$ cat config.mk
export PLATFORM = sky130hd
export DESIGN_NAME = mem_port_arbiter
export DESIGN_NICKNAME = d
export VERILOG_FILES = /design/src/rtl/mem_port_arbiter_pkg.sv /design/src/rtl/mem_port_arbiter_rr_arbiter.sv /design/src/rtl/mem_port_arbiter.sv
export SDC_FILE = /design/constraint.sdc
export NUM_CORES = 1
export LEC_CHECK = 0
export BUFFER_PORTS_ARGS = -buffer_cell sky130_fd_sc_hd__buf_4
export CAP_MARGIN = 15
export CORE_AREA = 2 2 120 122
export CTS_CLUSTER_SIZE = 14
export DETAILED_ROUTE_END_ITERATION = 8
export DIE_AREA = 0 0 122 124
export HOLD_SLACK_MARGIN = 0.02
export PLACE_DENSITY = 0.62
export SLEW_MARGIN = 20
export SYNTH_ARGS = -nofsm -noshare
export SYNTH_HDL_FRONTEND = slang
export SYNTH_SLANG_ARGS = --single-unit
$ cat constraint.sdc
create_clock -name clk -period 7.9 [get_ports clk]
set_clock_uncertainty 0.15 [all_clocks]
set_input_delay 0.79 -clock clk [delete_from_list [all_inputs] [get_ports clk]]
set_output_delay 0.79 -clock clk [all_outputs]
set_load 0.05 [all_outputs]
$ cat src/rtl/mem_port_arbiter_pkg.sv
// Shared types and the round-robin pick helper for the RAM port arbiter.
// Latency: n/a (types and a pure combinational function).
// Backpressure: n/a.
package mem_arb_pkg;

  typedef enum logic {
    ARB    = 1'b0,
    LOCKED = 1'b1
  } arb_state_e;

  // Widest requester vector the pick helper handles, and the pointer width that covers it.
  localparam int RR_MAX = 16;
  localparam int PTR_W  = 4;
  localparam int SUM_W  = PTR_W + 1;

  // One-hot round-robin pick over the low n bits of valid, searching upward from ptr.
  // Rotates the request vector so ptr lands at bit 0, takes the lowest set bit, then
  // maps that position back to the original requester index.
  function automatic logic [RR_MAX-1:0] rr_pick(input logic [RR_MAX-1:0] valid,
                                                input logic [PTR_W-1:0]  ptr,
                                                input int                n);
    logic [RR_MAX-1:0] rot;
    logic [RR_MAX-1:0] res;
    logic [SUM_W-1:0]  sum;
    logic [PTR_W-1:0]  idx;
    logic              found;
    rot   = '0;
    res   = '0;
    found = 1'b0;
    for (int i = 0; i < RR_MAX; i++) begin
      if (i < n) begin
        sum = {1'b0, PTR_W'(i)} + {1'b0, ptr};
        if (sum >= SUM_W'(n)) sum = sum - SUM_W'(n);
        idx    = sum[PTR_W-1:0];
        rot[i] = valid[idx];
      end
    end
    for (int i = 0; i < RR_MAX; i++) begin
      if ((i < n) && !found && rot[i]) begin
        found = 1'b1;
        sum   = {1'b0, PTR_W'(i)} + {1'b0, ptr};
        if (sum >= SUM_W'(n)) sum = sum - SUM_W'(n);
        idx      = sum[PTR_W-1:0];
        res[idx] = 1'b1;
      end
    end
    return res;
  endfunction

endpackage

$ cat src/rtl/mem_port_arbiter_rr_arbiter.sv
// Combinational round-robin arbiter: one-hot grant plus encoded index, search from ptr.
// Latency: 0 cycles (pure combinational).
// Backpressure: none; grant depends only on valid and ptr.
module rr_arbiter
  import mem_arb_pkg::*;
#(
  parameter int N  = 4,
  parameter int IW = (N > 1) ? $clog2(N) : 1
) (
  input  logic [N-1:0]  valid,
  input  logic [IW-1:0] ptr,
  output logic [N-1:0]  grant,
  output logic [IW-1:0] grant_id
);

  logic [RR_MAX-1:0] valid_wide;
  logic [RR_MAX-1:0] grant_wide;

  // Widen the request vector, pick, and fold the wide one-hot back to N bits
  // (the pick never sets bits at or above N, so the fold is exact).
  always_comb begin
    valid_wide        = '0;
    valid_wide[N-1:0] = valid;
    grant_wide        = rr_pick(valid_wide, PTR_W'(ptr), N);
    grant             = '0;
    for (int i = 0; i < N; i++) begin
      for (int k = 0; k < RR_MAX; k++) begin
        if ((k % N) == i) grant[i] = grant[i] | grant_wide[k];
      end
    end
  end

  // Encode the one-hot grant into a requester index.
  always_comb begin
    grant_id = '0;
    for (int i = 0; i < N; i++) begin
      if (grant[i]) grant_id = IW'(i);
    end
  end

endmodule

$ cat src/rtl/mem_port_arbiter.sv
// Round-robin arbiter sharing one RAM port among NUM_REQ clients, with bounded lock for RMW.
// Latency: grant same cycle; response strobe and read data one cycle after the grant.
// Backpressure: req_ready is a one-hot grant; unselected or lock-excluded requesters wait.
module mem_port_arbiter
  import mem_arb_pkg::*;
#(
  parameter int NUM_REQ    = 4,
  parameter int DATA_WIDTH = 32,
  parameter int ADDR_WIDTH = 13,
  parameter int LOCK_MAX   = 4
) (
  input  logic                          clk,
  input  logic                          rst_n,
  input  logic [NUM_REQ-1:0]            req_valid,
  input  logic [NUM_REQ-1:0]            req_lock,
  input  logic [NUM_REQ-1:0]            req_we,
  input  logic [NUM_REQ*ADDR_WIDTH-1:0] req_addr,
  input  logic [NUM_REQ*DATA_WIDTH-1:0] req_wdata,
  output logic [NUM_REQ-1:0]            req_ready,
  output logic [NUM_REQ-1:0]            rsp_valid,
  output logic [DATA_WIDTH-1:0]         rsp_rdata,
  output logic                          mem_en,
  output logic                          mem_we,
  output logic [ADDR_WIDTH-1:0]         mem_addr,
  output logic [DATA_WIDTH-1:0]         mem_wdata,
  input  logic [DATA_WIDTH-1:0]         mem_rdata
);

  localparam int IW = (NUM_REQ > 1) ? $clog2(NUM_REQ) : 1;
  localparam int CW = $clog2(LOCK_MAX + 1);

  typedef struct packed {
    logic                  we;
    logic [ADDR_WIDTH-1:0] addr;
    logic [DATA_WIDTH-1:0] wdata;
  } mem_cmd_t;

  arb_state_e            state;
  logic [IW-1:0]         ptr;
  logic [IW-1:0]         owner;
  logic [CW-1:0]         lock_cnt;
  logic                  rsp_pend;
  logic [IW-1:0]         rsp_id;
  logic [DATA_WIDTH-1:0] rsp_hold;

  logic [NUM_REQ-1:0]    rr_grant;
  logic [IW-1:0]         rr_id;
  logic [NUM_REQ-1:0]    grant;
  logic [IW-1:0]         gnt_id;
  logic                  gnt_any;
  logic                  lock_more;
  mem_cmd_t              cmd;

  function automatic logic [IW-1:0] next_ptr(input logic [IW-1:0] p);
    return (p == IW'(NUM_REQ - 1)) ? '0 : p + 1'b1;
  endfunction

  rr_arbiter #(
    .N  (NUM_REQ),
    .IW (IW)
  ) u_rr (
    .valid    (req_valid),
    .ptr      (ptr),
    .grant    (rr_grant),
    .grant_id (rr_id)
  );

  // Select the grant: round-robin in ARB, owner-only in LOCKED, nothing while in reset.
  always_comb begin
    grant  = '0;
    gnt_id = '0;
    if (rst_n) begin
      if (state == ARB) begin
        grant  = rr_grant;
        gnt_id = rr_id;
      end else if (req_valid[owner]) begin
        grant[owner] = 1'b1;
        gnt_id       = owner;
      end
    end
  end

  assign gnt_any = |grant;

  // Mux the granted requester's command onto the RAM port; all-zero when idle.
  always_comb begin
    cmd = '0;
    for (int i = 0; i < NUM_REQ; i++) begin
      if (grant[i]) begin
        cmd.we    = req_we[i];
        cmd.addr  = req_addr[i*ADDR_WIDTH +: ADDR_WIDTH];
        cmd.wdata = req_wdata[i*DATA_WIDTH +: DATA_WIDTH];
      end
    end
  end

  assign req_ready = grant;
  assign mem_en    = gnt_any;
  assign mem_we    = cmd.we;
  assign mem_addr  = cmd.addr;
  assign mem_wdata = cmd.wdata;

  // Owner keeps the port only while it still asks and has not used up its lock budget.
  assign lock_more = req_valid[owner] & req_lock[owner] & (lock_cnt < CW'(LOCK_MAX));

  // Arbitration FSM: pointer advance, lock entry, and lock release.
  always_ff @(posedge clk or negedge rst_n) begin
    if (!rst_n) begin
      state    <= ARB;
      ptr      <= '0;
      owner    <= '0;
      lock_cnt <= '0;
    end else begin
      case (state)
        ARB: begin
          if (gnt_any) begin
            ptr <= next_ptr(gnt_id);
            if (req_lock[gnt_id]) begin
              state    <= LOCKED;
              owner    <= gnt_id;
              lock_cnt <= CW'(1);
            end
          end
        end
        LOCKED: begin
          if (lock_more) begin
            lock_cnt <= lock_cnt + 1'b1;
          end else begin
            // Final locked access (or owner gave up): fairness resumes after the owner.
            state    <= ARB;
            ptr      <= next_ptr(owner);
            lock_cnt <= '0;
          end
        end
        default: state <= ARB;
      endcase
    end
  end

  // Response pipe: remember who was granted so the RAM's next-cycle data is routed to it.
  always_ff @(posedge clk or negedge rst_n) begin
    if (!rst_n) begin
      rsp_pend <= 1'b0;
      rsp_id   <= '0;
      rsp_hold <= '0;
    end else begin
      rsp_pend <= gnt_any;
      if (gnt_any) rsp_id <= gnt_id;
      if (rsp_pend) rsp_hold <= mem_rdata;
    end
  end

  // Live RAM data during a strobe, last delivered word otherwise.
  assign rsp_rdata = rsp_pend ? mem_rdata : rsp_hold;

  // Decode the registered id into the one-hot response strobe.
  always_comb begin
    rsp_valid = '0;
    for (int i = 0; i < NUM_REQ; i++) begin
      rsp_valid[i] = rsp_pend && (rsp_id == IW'(i));
    end
  end

endmodule

; ---- Word level (Yosys, flattened, before mapping)
; Cells that the tools add are included.
[word_totals]
ff_bits = 43
latch_bits = 0
ram_bits = 0
mem_bits_ro = 0
input_bits = 226
out_inout_bits = 87
word_cells = 149
memories = 0
[op_classes]
n_addsub = 10
n_mul = 0
div = 0
magnitude_cmp = 20
n_eq_ne = 8
shift = 0
n_mux = 66
bitwise_logic = 18
n_reduce_logical = 20
[ops]
columns = op, n
row1 = $mux W46, 4
row2 = $mux W16, 4
row3 = $or A16 B16 Y16, 3
row4 = $mux W4, 11
row5 = $lt A4 B5 Y1 const B, 8
row6 = $mux W32, 1
row7 = $mux W1, 19
row8 = $mux W2, 9
row9 = $bmux W1 S4, 4
row10 = $demux W1 S4, 4
row11 = $ge A4 B1 Y1 const B, 4
row12 = $ge A5 B3 Y1 const B, 3
row13 = $logic_and A1 B1 Y1, 12
row14 = $or A1 B1 Y1, 12
row15 = $mux W3, 3
row16 = $eq A2 B2 Y1 const B, 4
row17 = $sub A4 B3 Y4 const B, 2
row18 = $add A2 B2 Y3 const A, 2
row19 = $bmux W1 S2, 3
row20 = $lt A2 B3 Y1 const B, 2
row21 = $pmux W3 S2, 1
row22 = $add A2 B1 Y2 const B, 2
row23 = $ne A2 B2 Y1 const B, 2
row24 = $pmux W2 S2, 1
row25 = 18 further kinds, 22

; ---- Depth between registers and ports, before layout
; Gate-level depths: netlist (run 1).
[depth]
depth_word = 33
mapped_depth = 15
mapped_depth_nobuf = 13

; ---- By module
; A second synthesis (run 1) with hierarchy kept.
[unflattened]
hier_cells = 589
hier_area_um2 = 4553.1
[modules_own_cells]
columns = module, n_inst, cells_each, area_each_um2, seq_area_each_um2
row1 = mem_port_arbiter, 1, 540, 4137.7, 1076.0
row2 = rr_arbiter, 1, 49, 415.4, 0.0

; ---- Worst setup path after synthesis (run 1)
; No wires, ideal clock.
[synth_path]
kind = input to output
from = input req_valid[3]
to = output mem_addr[10]
t_arrival_ns = 3.872
required_ns = 6.960
path_slack_ns = 3.088
stages = 11
path_buffers = 2
path_cell_list = mux4_2 nand2b_4 nor3_4 a21oi_1 a31oi_1 and2_1 nor2b_1 buf_2 buf_1 a221oi_1 o21ai_1
[synth_via]
elab_chain_len = 21
word_cells_on_any_way = 45
cone_classes = mux (24) / bitwise (15) / reduce/logical (6)
[synth_lines]
columns = element, line
row1 = "start, declared", mem_port_arbiter.sv:14  ; input logic [NUM_REQ-1:0] req_valid,
row2 = $bmux W1 S4, mem_port_arbiter_pkg.sv:35  ; rot[i] = valid[idx];
row3 = $mux W1 (not written as such), mem_port_arbiter_pkg.sv:35
row4 = $mux W1, mem_port_arbiter_pkg.sv:39  ; if ((i < n) && !found && rot[i]) begin
row5 = $logic_not A1 Y1, mem_port_arbiter_pkg.sv:39
row6 = $logic_and A1 B1 Y1, mem_port_arbiter_pkg.sv:39
row7 = $mux W1, mem_port_arbiter_pkg.sv:39
row8 = $logic_not A1 Y1, mem_port_arbiter_pkg.sv:39
row9 = $logic_and A1 B1 Y1, mem_port_arbiter_pkg.sv:39
row10 = $mux W1, mem_port_arbiter_pkg.sv:39
row11 = $logic_not A1 Y1, mem_port_arbiter_pkg.sv:39
row12 = $logic_and A1 B1 Y1, mem_port_arbiter_pkg.sv:39
row13 = $mux W16, mem_port_arbiter_pkg.sv:39
row14 = $or A1 B1 Y1 (3 in series), mem_port_arbiter_rr_arbiter.sv:28  ; if ((k % N) == i) grant[i] = grant[i] | grant_wide[k];
row15 = $mux W4 (*), mem_port_arbiter.sv:73  ; if (state == ARB) begin
row16 = $mux W4 (*), mem_port_arbiter.sv:72  ; if (rst_n) begin
row17 = named net req_ready[0], mem_port_arbiter.sv:19  ; output logic [NUM_REQ-1:0] req_ready,
row18 = $mux W46 (*) (4 in series), mem_port_arbiter.sv:89  ; if (grant[i]) begin
row19 = "end, declared", mem_port_arbiter.sv:24  ; output logic [ADDR_WIDTH-1:0] mem_addr,
; The timed path passes the listed nets; every way through them passes the cells marked *. The select of a mux whose other input is x is not followed.

; ---- Worst setup path in the final report (run 1)
[layout_path]
from = register ptr[0]
to = output mem_wdata[8]
[layout_via]
elab_chain_len = 23
word_cells_on_any_way = 81
cone_classes = add/sub (7) / order compare (12) / mux (37) / bitwise (15) / reduce/logical (10)
[layout_lines]
columns = element, line
row1 = "start, declared", mem_port_arbiter.sv:39  ; logic [IW-1:0] ptr;
row2 = "start signal, assigned", mem_port_arbiter.sv:117  ; ptr <= next_ptr(gnt_id);
row3 = "start signal, assigned", mem_port_arbiter.sv:131  ; ptr <= next_ptr(owner);
row4 = "$add A1 B2 Y3, or another cell as far along", "mem_port_arbiter_pkg.sv:32, mem_port_arbiter_pkg.sv:41"
row5 = "$ge A5 B3 Y1, or another cell as far along", "mem_port_arbiter_pkg.sv:33, mem_port_arbiter_pkg.sv:42"
row6 = "$mux W4, or another cell as far along", "mem_port_arbiter_pkg.sv:33, mem_port_arbiter_pkg.sv:42"
row7 = "$mux W4, or another cell as far along", mem_port_arbiter_pkg.sv:39
row8 = "$lt A4 B5 Y1 (not written as such), or another cell as far along", mem_port_arbiter_pkg.sv:44  ; res[idx] = 1'b1;
row9 = "$logic_and A1 B1 Y1 (not written as such), or another cell as far along", mem_port_arbiter_pkg.sv:44
row10 = "$mux W1 (not written as such), or another cell as far along", mem_port_arbiter_pkg.sv:44
row11 = "$demux W1 S4, or another cell as far along", -
row12 = (+3 left out), -
row13 = $mux W16 / $logic_not A1 Y1 (equally long branches), mem_port_arbiter_pkg.sv:39
row14 = $or A16 B16 Y16 (no source line) / $logic_and A1 B1 Y1 (equally long branches), -
row15 = $mux W16 (*), mem_port_arbiter_pkg.sv:39
row16 = $or A1 B1 Y1 (3 in series), mem_port_arbiter_rr_arbiter.sv:28
row17 = $mux W4 (*), mem_port_arbiter.sv:73
row18 = $mux W4 (*), mem_port_arbiter.sv:72
row19 = $mux W46 (3 in series), mem_port_arbiter.sv:89
row20 = $mux W46 (*), mem_port_arbiter.sv:89
row21 = "end, declared", mem_port_arbiter.sv:25  ; output logic [DATA_WIDTH-1:0] mem_wdata,
; Every way passes the cells marked *; elsewhere a longest branch is shown, timed or not. The select of a mux whose other input is x is not followed.

==> results of run 1 <==
==> per-layer routing <==
layer / vias to the layer above / GRT usage, % / share of wire, %
li1: 2125 / - / -
met1: 2199 / 26.1 / 40
met2: 263 / 34.3 / 47
met3: 33 / 6.14 / 9.9
met4: 0 / 7.47 / 3.0
met5: - / 0 / 0
==> per-stage QoR <==
stage                     area (µm²)  hold slack, ps  setup WS, ps
final                           6220             346          2210
after global routing            6220             362          1910
after CTS                       6220             351          2250
after detailed placement        6050             335          2560
after global placement          6050             331          2660
after floorplan                 3580             344          3090
==> kinds of logic (layout without fill, tap and decap cells) <==
family	after synthesis	count (layout)
buf+inv	45	332
fa+ha+maj	12	12
flops	43	43
compound gates	166	166
simple gates	92	92
xor+xnor	1	1
mux	49	49
==> synth_stat cells, types with 3 or more instances <==
| master | count |
|---|---|
| a21oi_1 | 6 |
| a221oi_1 | 46 |
| a31oi_1 | 5 |
| and3_1 | 5 |
| buf_1 | 6 |
| clkbuf_1 | 29 |
| dfrtp_1 | 43 |
| ha_1 | 12 |
| inv_1 | 5 |
| mux2_1 | 3 |
| mux2_2 | 36 |
| mux2i_1 | 4 |
| mux4_2 | 5 |
| nand2_1 | 57 |
| nand3_1 | 3 |
| nor2b_1 | 3 |
| o21ai_0 | 50 |
| o21ai_1 | 48 |
| or3_1 | 3 |
==> sequential cells by signal, indices dropped and copies added, names as in the netlist <==
register  count
rsp_id        2
rsp_hold     32
owner         2
state         1
ptr           2
rsp_pend      1
lock_cnt      3
==> worst reg2reg max path: stages, from the launching register on <==
cell and delay (ps):
dfrtp_1 600, inv_1 200, ha_1 410, and3_1 260
or2_1 260, a311oi_1 570, nand2_1 190, nand3_1 170
inv_2 330, nor2_2 290, a41oi_4 240, o21ai_1 280
mux2_1 350
==> worst max path at each step <==
stage                       startpoint      endpoint  cells past startpoint
after detailed placement        ptr[0]  mem_wdata[8]                     12
after global routing            ptr[0]   mem_addr[4]                     12
after global placement    req_valid[2]  mem_wdata[8]                     12
final                           ptr[0]  mem_wdata[8]                     12
after CTS                       ptr[0]  mem_wdata[8]                     12
after floorplan           req_valid[3]  mem_addr[10]                     11
==> placed cells by master, fill, tap and decap left out, types with 4 or more instances in the layout <==
cell,instances
clkbuf_16,5
a31oi_1,5
mux2_2,36
ha_1,12
mux4_2,5
and3_1,5
inv_1,5
dfrtp_1,43
nand2_1,57
buf_4,316
mux2i_1,4
a21oi_1,5
a221oi_1,46
o21ai_1,48
o21ai_0,50
==> area by class of cell <==
cell class	instances	area share [%]
Clock buffer	5	2.01
Tap cell	180	3.62
Inverter	8	0.483
Timing Repair Buffer	316	38.1
Sequential cell	43	17.3
Multi-Input combinational cell	320	37.7
Clock inverter	3	0.744
==> results_dict.tcl, run 1 <==
set metrics [dict create \
    status "finished, final reports clean" \
    yosysUniqueCellTypes 50 \
    die_h_um 124 \
    worst_pin_slew_ps 1090 \
    cp.required_ps 6960 \
    cts_made_buffers 5 \
    synth_edf_count 0 \
    rr_endpoint "ptr[1]" \
    fin_tns_setup_ps 0 \
    cts_hold_buf 0 \
    r2r_cells 12 \
    grt_pass1_vias 4499 \
    rrSetupSlack_ps 3480 \
    dp.final_hpwl_mm 13.8 \
    ant_nets 0 \
    register_area_mm2 0.00108 \
    yosys.area.top_type "dfrtp_1" \
    grt_pass1_wl_mm 24.6 \
    avgSynthCellArea_um2 8.77 \
    synth-compound-area-share_pct 30.6 \
    timing.rr.start "ptr[0]" \
    synth_area_mm2 0.00358 \
    chipWidth_um 122 \
    max_freq_ghz 0.176 \
    totalWireLength_mm 17.3 \
    h-tree-depth 2 \
    critical_path_class "register to output port" \
    synth-async-reset-ratio_pct 100 \
    rsz0062_at_grt "no" \
    grt_remaining_overflow 0 \
    grt.total_usage_pct 20.9 \
    whs_path_depth 1 \
    crit_path_cell_trace "inv_1, ha_1, nor3_2, nor3_4, a221o_1, o21ai_1, a21oi_4, buf_4, nor2b_4, a221oi_1, o21ai_1, buf_4" \
    period_minus_slack_ps 5690 \
    nets 932 \
    slew_viol_final 0 \
    synth_nets 646 \
    antenna_found_initial 0 \
    coreArea_mm2 0.0137 \
    yosys.area_share.xor_xnor_pct 0.245 \
    muxShareOfSynthArea_pct 17.0 \
    syn2layout_area_growth_pct 73.8 \
    ios 313 \
    cts_resized 0 \
    fin_crit_sh_pct 72.0 \
    yosysWarnings 0 \
    start_kind "register" \
    grt_max_degree 50 \
    cts_tree "yes" \
    drc 0 \
    final_util_pct 45.3 \
    layout.cells.non_filler 875 \
    ys_ff_latch 43 \
    place_congestion 0.836 \
    min_path_type "register to register" \
    maxCapViolations 0 \
    clockRootBuffer "clkbuf_16" \
    critPathCaptureType "output port" \
    io_buffers 312 \
    path_clk_slew_ps 60 \
    vias_per_cell 5.28 \
    hold_viol 0 \
    setup_viol_count_final 0 \
    post-cts-setup-buffer-count 0 \
    ys_seq_area_share_pct 30.1 \
    synth-main-ff-cell "dfrtp_1" \
    synth_top_family_by_area "compound AO/OA/AOI/OAI gates" \
    drtIter0Drc 393 \
    hold_start "rsp_hold[3]" \
    worstPathBufferInverterCount 3 \
    yosysTopAreaCellShare_pct 30.1 \
    hold_end "rsp_hold[3]" \
    synth_cells 408 \
    dp.cells 867 \
    dieArea_mm2 0.0151 \
    start_util_pct 26.1 \
    fillCellCount 1341 \
    clock_path_buffers 2 \
    num_rows 43 \
    num_antenna_cells 0 \
    vias 4620 \
    synthSimpleGateAreaFrac_pct 13.0 \
    slowest_delay_ps 910 \
    clkLatencyLatePin_ps 280 \
    critPathArrivalTime_ps 4750 \
    critical_path.top_delay_family "simple AND/OR/NAND/NOR gates" \
    multi_input_area_mm2 0.00234 \
    cpMaxStageDelayCell "nor2b_4" \
    wl_per_cell_um 19.8 \
    synth_adder_area_share_pct 4.19 \
    drt_pass1_iterations 5 \
    netlist_top_cells_area "dfrtp_1 (30%), mux2_2 (11%), a221oi_1 (11%), o21ai_0 (7.0%), o21ai_1 (6.7%)" \
    worstPathMaxFanout 48 \
    drive_gt1_share_pct 54.7 \
    slew_headroom_pct 26.9 \
    cts_sinks 43 \
]
Power of run 1 is not shown: default switching activity piles up to over one toggle a cycle in this logic, so the estimate is an artifact.
==> inputs of run 2 (changes only) <==
Settings changed: ABC_AREA set to 1, CORE_AREA 2 2 120 122 to 2 2 122 124, DIE_AREA 0 0 122 124 to 0 0 124 126, PLACE_DENSITY 0.62 to 0.66.
Clock period 7.9 ns to 5.2 ns, I/O delays scaled along.
==> run 2 against run 1 <==
  * Area after synthesis grew 15%
  * Clock-buffer cell count rose by 1
  * Core utilization grew 0.42 points
  * Cell count increased by 28%
  * Critical path type unchanged
  * Critical endpoint is now mem_wdata[13]
  * Largest cell class is now multi-input combinational cells
  * Highest routed layer unchanged
==> results_dict.tcl, run 2 <==
set metrics [dict create \
    rsz0062_at_grt "no" \
    crit_path_cell_trace "inv_2, ha_1, inv_1, nand3_1, nand3_2, nand2_2, inv_2, nand2_2, nor2_4, nor2_4, nand2_1, nand2_4, nor2_1, a31oi_1, nand2_1, nand2_1, buf_4" \
    ys_seq_area_share_pct 26.2 \
    slew_headroom_pct 36.9 \
    period_minus_slack_ps 4160 \
    synth_nets 896 \
    wl_per_cell_um 15.0 \
    critical_path.top_delay_family "simple AND/OR/NAND/NOR gates" \
    totalWireLength_mm 16.8 \
    avgSynthCellArea_um2 6.23 \
    drt_pass1_iterations 4 \
    chipWidth_um 124 \
    nets 1175 \
    drc 0 \
    dp.final_hpwl_mm 12.7 \
    start_kind "register" \
    clkLatencyLatePin_ps 290 \
    mostFrequentLayoutCells "buf_4 (316), nand2_1 (285), nand3_1 (104)" \
    yosysUniqueCellTypes 26 \
    grt_pass1_vias 4929 \
    setup_viol_count_final 0 \
    worst_pin_slew_ps 941 \
    clock_path_buffers 2 \
    path_clk_slew_ps 60 \
    worstPathMaxFanout 93 \
    dieArea_mm2 0.0156 \
    hold_viol 0 \
    vias_per_cell 4.78 \
    final_common_cell "buf_4" \
    cts_made_buffers 5 \
    critPathCaptureType "output port" \
    cts_tree "yes" \
    ios 313 \
    synth_edf_count 0 \
    ys_ff_latch 43 \
    num_antenna_cells 0 \
    cts_sinks 43 \
    fin_crit_sh_pct 79.9 \
    num_rows 44 \
    grt_max_degree 94 \
    max_freq_ghz 0.241 \
    synth_cells 658 \
    io_buffers 312 \
    synth-async-reset-ratio_pct 100 \
    slowest_delay_ps 670 \
    syn2layout_area_growth_pct 59.7 \
    critical_path_class "register to output port" \
    synth-main-ff-cell "dfrtp_1" \
    cp.required_ps 4530 \
    clockRootBuffer "clkbuf_16" \
    coreArea_mm2 0.0143 \
    ant_nets 0 \
    cts_hold_buf 0 \
    grt.total_usage_pct 20.0 \
    slew_viol_final 0 \
    yosys.area.top_type "dfrtp_1" \
    die_h_um 126 \
    largest_register_ffs 32 \
    drtIter0Drc 262 \
    h-tree-depth 2 \
    grt_pass1_wl_mm 24.9 \
    antenna_found_initial 0 \
    worstPathBufferInverterCount 4 \
    yosysWarnings 0 \
    grt_remaining_overflow 0 \
    yosysTopAreaCellShare_pct 26.2 \
    largestRegisters "rsp_hold: 32 flops, lock_cnt: 3 flops" \
    netlist_top_cells_area "dfrtp_1 (26%), nand2_1 (26%), nand3_1 (13%), o211ai_1 (6.0%), ha_1 (3.7%)" \
    cts_resized 0 \
    synthMostInstantiatedCell "nand2_1" \
    min_path_type "primary input to async pin" \
    status "finished, final reports clean" \
    ys_top_cells_by_count "nand2_1 (285), nand3_1 (104), dfrtp_1 (43)" \
    fin_tns_setup_ps 0 \
    place_congestion 0.862 \
    synth_area_mm2 0.00410 \
    start_util_pct 28.7 \
    regMostFlops "rsp_hold" \
    critPathArrivalTime_ps 3490 \
    post-cts-setup-buffer-count 0 \
    worst_path_most_repeated_cell "nand2_1" \
    vias 5366 \
    cpMaxStageDelayCell "nand2_4" \
    drive_gt1_share_pct 38.5 \
    maxCapViolations 0 \
]
[run 2: cells by family (layout without fill, tap and decap cells)]
group | after synthesis | in the layout | synth area share [%]
fa+ha+maj | 12 | 12 | 3.66
compound gates | 83 | 83 | 12.5
flops | 43 | 43 | 26.2
buf+inv | 78 | 358 | 10.5
simple gates | 442 | 442 | 47.1
[run 2: per-layer routing]
metal  routed length, µm  global-route usage, %  vias up
li1                    -                      -     2726
met1                6550                   23.1     2394
met2                8310                   36.1      213
met3                1520                   5.12       33
met4                 425                   5.68        0
met5                   0                      0        -
[run 2: area by class of cell]
cell class              count  area [µm²]
flip-flops and latches     43        1080
multi-input cells         537        2600
fillers                  1562        7760
clock inverters             2        12.5
well taps                 184         230
repair buffers            316        2370
clock buffers               6         129
inverters                  34         128
[run 2: final timing paths]
check                      slack, ps  cells past startpoint           from            end
setup / recovery                1040                     17         ptr[0]  mem_wdata[13]
hold / removal                    70                      1          rst_n       owner[1]
setup reg to reg                1780                     19         ptr[0]         ptr[0]
hold reg to reg                  320                      2    rsp_hold[2]    rsp_hold[2]
max in group asynchronous       4420                      1          rst_n    rsp_hold[7]
min in group clk                 310                      3  mem_rdata[16]   rsp_hold[16]
[run 2: stage by stage]
step	utilization, %	setup WS (ps)	hold slack, ps	cells	instance area [µm²]
5_1_grt	45.8	740	129	1122	6550
2_1_floorplan	-	1360	74.4	658	4100
3_5_place_dp	44.8	1360	306	1114	6410
4_1_cts	45.8	1050	104	1122	6550
6_report	45.8	1040	72.4	1122	6550
3_3_place_gp	44.8	1400	305	1114	6410
Power of run 2 is left out for the same reason.
